===== src/rtl/treg_pkg.sv =====
// Shared constants for the treg register pipeline.
package treg_pkg;
  localparam int TREG_WIDTH_DEF = 10;
  localparam int TREG_DEPTH_DEF = 2;
  localparam int TREG_WIDTH_MAX = 64;
  localparam int TREG_DEPTH_MAX = 16;
endpackage


===== src/rtl/treg_stage.sv =====
// One register stage of the pipeline: a valid bit plus a data register.
// Handshake: a word moves across a boundary on a cycle where the producer's
// valid and the consumer's ready are both 1; ready never depends on valid.
module treg_stage
  import treg_pkg::*;
#(
  parameter int WIDTH = TREG_WIDTH_DEF
) (
  input  logic             clk,
  input  logic             rst_n,
  input  logic             flush,
  input  logic             up_valid,
  input  logic [WIDTH-1:0] up_data,
  input  logic             dn_ready,
  output logic             up_ready,
  output logic             dn_valid,
  output logic [WIDTH-1:0] dn_data
);

  logic             v;
  logic [WIDTH-1:0] d;

  // An empty stage always accepts, so bubbles collapse through the chain.
  assign up_ready = !v || dn_ready;
  assign dn_valid = v;
  assign dn_data  = d;

  // Load from upstream whenever this stage can move; flush only drops valid.
  always_ff @(posedge clk) begin
    if (!rst_n) begin
      v <= 1'b0;
      d <= '0;
    end else begin
      if (flush) begin
        v <= 1'b0;
      end else if (up_ready) begin
        v <= up_valid;
      end
      if (up_ready && up_valid) begin
        d <= up_data;
      end
    end
  end

endmodule


===== src/rtl/treg_pipe.sv =====
// DEPTH-stage valid/ready register pipeline with flush and an occupancy count.
module treg_pipe
  import treg_pkg::*;
#(
  parameter int WIDTH = TREG_WIDTH_DEF,
  parameter int DEPTH = TREG_DEPTH_DEF
) (
  input  logic                       clk,
  input  logic                       rst_n,
  input  logic                       in_valid,
  input  logic [WIDTH-1:0]           in_data,
  output logic                       in_ready,
  output logic                       out_valid,
  output logic [WIDTH-1:0]           out_data,
  input  logic                       out_ready,
  input  logic                       flush,
  output logic [$clog2(DEPTH+1)-1:0] occupancy
);

  localparam int OW = $clog2(DEPTH + 1);

  // Illegal parameter values stop elaboration.
  if (DEPTH < 1 || DEPTH > TREG_DEPTH_MAX) begin : g_bad_depth
    $error("treg_pipe: DEPTH out of range");
  end
  if (WIDTH < 1 || WIDTH > TREG_WIDTH_MAX) begin : g_bad_width
    $error("treg_pipe: WIDTH out of range");
  end

  // Boundary k sits in front of stage k; boundary DEPTH is the output.
  logic             vld [DEPTH+1];
  logic             rdy [DEPTH+1];
  logic [WIDTH-1:0] dat [DEPTH+1];

  assign vld[0]     = in_valid;
  assign dat[0]     = in_data;
  assign rdy[DEPTH] = out_ready;

  // Stage chain; stage DEPTH-1 drives the output boundary.
  for (genvar k = 0; k < DEPTH; k++) begin : g_stage
    treg_stage #(.WIDTH(WIDTH)) u_stage (
      .clk      (clk),
      .rst_n    (rst_n),
      .flush    (flush),
      .up_valid (vld[k]),
      .up_data  (dat[k]),
      .dn_ready (rdy[k+1]),
      .up_ready (rdy[k]),
      .dn_valid (vld[k+1]),
      .dn_data  (dat[k+1])
    );
  end

  // No input transfer during flush or while reset is asserted.
  assign in_ready  = rdy[0] && !flush && rst_n;
  assign out_valid = vld[DEPTH];
  assign out_data  = dat[DEPTH];

  logic in_xfer;
  logic out_xfer;
  assign in_xfer  = in_valid && in_ready;
  assign out_xfer = out_valid && out_ready;

  // Up/down occupancy counter tracking the number of valid stages.
  always_ff @(posedge clk) begin
    if (!rst_n) begin
      occupancy <= '0;
    end else if (flush) begin
      occupancy <= '0;
    end else if (in_xfer && !out_xfer) begin
      occupancy <= occupancy + OW'(1);
    end else if (!in_xfer && out_xfer) begin
      occupancy <= occupancy - OW'(1);
    end
  end

endmodule


===== config.mk =====
export PLATFORM = sky130hd
export DESIGN_NAME = treg_pipe
export DESIGN_NICKNAME = d
export VERILOG_FILES = /design/src/rtl/treg_pkg.sv /design/src/rtl/treg_stage.sv /design/src/rtl/treg_pipe.sv
export SDC_FILE = /design/constraint.sdc
export NUM_CORES = 1
export LEC_CHECK = 0
export CAP_MARGIN = 25
export CORE_ASPECT_RATIO = 0.6
export CORE_UTILIZATION = 46
export DETAILED_ROUTE_END_ITERATION = 12
export HOLD_SLACK_MARGIN = 0.15
export PLACE_DENSITY = 0.77
export SLEW_MARGIN = 0
export SYNTH_ARGS = -nofsm -noshare
export SYNTH_HDL_FRONTEND = slang
export SYNTH_SLANG_ARGS = --single-unit

===== constraint.sdc =====
create_clock -name clk -period 1.8 [get_ports clk]
set_input_delay 0.36 -clock clk [delete_from_list [all_inputs] [get_ports clk]]
set_output_delay 0.36 -clock clk [all_outputs]
set_load 0.01 [all_outputs]

==> summary.md <==
| Metric | Value |
|---|---|
| Status | complete, no violations |
| Dpl hpwl | ~1600 um |
| CORE AREA | 0.00216 sq mm |
| TritonCTS clock tree | built |
| Fin crit period | 1.70 ns |
| Final period util | 0.944 |
| Diode count | 0 |
| Final hold vios | 0 |
| Yosys warnings | 0 |
| Min-delay src | g_stage[0].u_stage.dn_data[0] |
| FF-to-FF Start | g_stage[1].u_stage.dn_valid |
| Area growth, synth to finish | 28.9% |
| FILL cells | 188 |
| Postcts setup bufs | 0 |
| Die area | 0.00250 sq mm |
| Commonest cells after routing, fill and taps aside | clkdlybuf4s50_1 (26), dfxtp_1 (24), nand2_1 (21) |
| Vias post-DR | 855 |
| Syn Std Cell Area | roughly 0.0011 sq mm |
| Die Ht | 39.1 um |
| Cell Rows | 13 |
| Setup CP Type | input pin to output pin |
| Maximum vdd ir drop | 0.432 mV |
| Max Freq | 588 MHz |
| RSZ-0062 raised after global routing | no |
| Initial Util | 0.489 |
| CTS clk-pin slew, worst paths | roughly 0.08 ns |
| Nets | 160 |
| # DRC | 0 |
| Number of global-route vias before repair | a little under 800 |
| Worst path required time | 1.44 ns |
| Rel. slew slack | 0.826 |
| CTS Sinks | 24 |
| Setup ws final | 0.100 ns |
| Htree depth | 1 |
| Design area | between 0.001 and 0.0015 sq mm |
| Synthesized instance count | 120 |
| Setup Skew | 0.00106 ns |
| Syn_area_per_cell | roughly 8.8 sq um |
| First-pass detailed-route iteration total | 4 |
| Leak Pwr | 0.000528 uW |
| WHS Path Cells | 2 |
| Register area share after synthesis | 0.454 |
| Largest net degree at the start of global routing | 22 |
| DRT iter0 DRCs | 33 |
| Post-synthesis net count | 136 |
| Final ANT Viol Nets | 0 |
| Clk Latency, worst-skew pair | approximately 0.26 ns |
| Register area | 480 sq um |
| Post-DP Area | 0.00131 sq mm |
| R2r setup slk | 0.11 ns |
| Placer Congestion | 0.746 |
| Share of layout cells above drive strength 1 | 0.112 |
| Port Buffers | 28 |
| Power Density | around 760 mW/mm^2 |
| Die W | 63.9 um |
| WP data arrival | 1.34 ns |
| Max-cap violations | 0 |
| Hold EP | g_stage[0].u_stage.dn_data[0] |
| Count of final max-slew check failures | 0 |
| CTS Hold Buffers Added | 0 |
| First-pass GRT wire length | 3380 um |
| Crit path max fanout | 4 |
| Tot GR Track Use | 0.185 |
| Worst Reg-to-Reg Cells | 6 |
| Hold/Removal Path Class | flop to flop |
| DR vias/cell | 4.94 |
| Final setup fails | 0 |
| Crit end category | output pin |
| Root Buffer | clkbuf_8 |
| Startpoint types | input pin |
| Netlist cell types | 23 |
| Place WS | -0.318 ns |
| Commonest non-fill, non-tap cell in the layout | clkdlybuf4s50_1 |
| WL per Instance | 12.2 um |
| Clock Path Buffers | 2 |
| Hold slack | 0.472 ns |
| Crit Reg-Reg Endpoint | occupancy[1] |
| Io pins | 29 |
| CTS buffer count | 3 |
| Area of the multi-input gates | 444 sq um |
| Tightest Pin Transition | about 0.26 ns |
| Final WL | 2110 um |
| Total congestion overflow | 0 |
| Post-synthesis register bit count | 24 |
| Initial antenna violation count | 0 |
-- cells by family after synthesis --
kind of cell | after synthesis | synth area share
xor gates and xnor gates | 2 | 0.0166
muxes | 10 | 0.0947
and+or+nand+nor | 38 | 0.168
adders and majority gates | 1 | 0.0118
buffers and inverters | 19 | 0.125
AOI/OAI and AO/OA | 26 | 0.129
DFF | 24 | 0.454
-- timing repair --
action | in CTS | in global routing
pin swaps | 0 | 1
resized for setup | 2 | 1
setup endpoints to repair | 2 | 1
-- synth_stat cells --
cell / number / share of area
nor2_1: 2 / 0.0071
buf_2: 2 / 0.0095
a21boi_2: 1 / 0.011
mux2i_1: 10 / 0.095
nand2b_1: 1 / 0.0059
ha_1: 1 / 0.012
xor2_1: 2 / 0.017
clkbuf_1: 2 / 0.0071
nor2b_4: 1 / 0.013
o21ai_1: 3 / 0.014
clkbuf_8: 1 / 0.013
nor2b_1: 1 / 0.0059
nand3_1: 10 / 0.047
buf_4: 11 / 0.078
clkinv_1: 1 / 0.0035
buf_6: 1 / 0.011
nand2_1: 21 / 0.075
a21oi_1: 14 / 0.066
or3_1: 1 / 0.0059
o21ai_0: 8 / 0.038
or2b_2: 1 / 0.0083
dfxtp_1: 24 / 0.45
inv_2: 1 / 0.0035
-- metal layers --
metal	wire (um)	vias up	GRT usage
met5	0	-	0
met4	4	0	0.0170
met3	146	2	0.0529
met2	965	31	0.338
met1	996	386	0.228
li1	-	436	-
-- critical path, stage by stage --
cell	delay [ns]
clkdlybuf4s50_1	0.47
nand2b_1	0.11
a21oi_1	0.12
dlygate4sd2_1	0.27
-- area by class of cell --
class                   count  share of cell area
inverters                   2             0.00551
flip-flops and latches     24               0.353
clock buffers               4              0.0404
multi-input cells          77               0.326
repair buffers             36               0.248
well taps                  30              0.0275
-- where the power goes --
group,internal (uW),total [uW],leakage [uW],switching (uW)
clock,195,356,0.0000288,161
combinational,67.8,119,0.000304,51.5
sequential,551,565,0.000196,13.7
-- flip-flops by register name (all words and copies together) (netlist names) --
name	count
occupancy	2
g_stage.u_stage.dn_data	20
g_stage.u_stage.dn_valid	2
-- stage by stage --
| step | power, uW | TNS [ns] | instances | utilization |
|---|---|---|---|---|
| after floorplan | 637 | 0 | 120 | - |
| after global placement | 693 | -0.525 | 169 | 0.606 |
| after detailed placement | 697 | -0.692 | 169 | 0.606 |
| after CTS | 1050 | 0 | 173 | 0.630 |
| after global routing | 1080 | 0 | 173 | 0.630 |
| final | 1040 | 0 | 173 | 0.630 |
-- worst max-delay path by stage --
stage	start	to	slack, ns
detailed placement	out_ready	occupancy[1]	-0.32
global route	in_valid	occupancy[1]	0.005
CTS	g_stage[1].u_stage.dn_valid	occupancy[1]	0.07
floorplan	g_stage[1].u_stage.dn_valid	occupancy[1]	0.15
global placement	out_ready	occupancy[1]	-0.24
finish	rst_n	in_ready	0.10
Power figures use the tool's default switching activity.
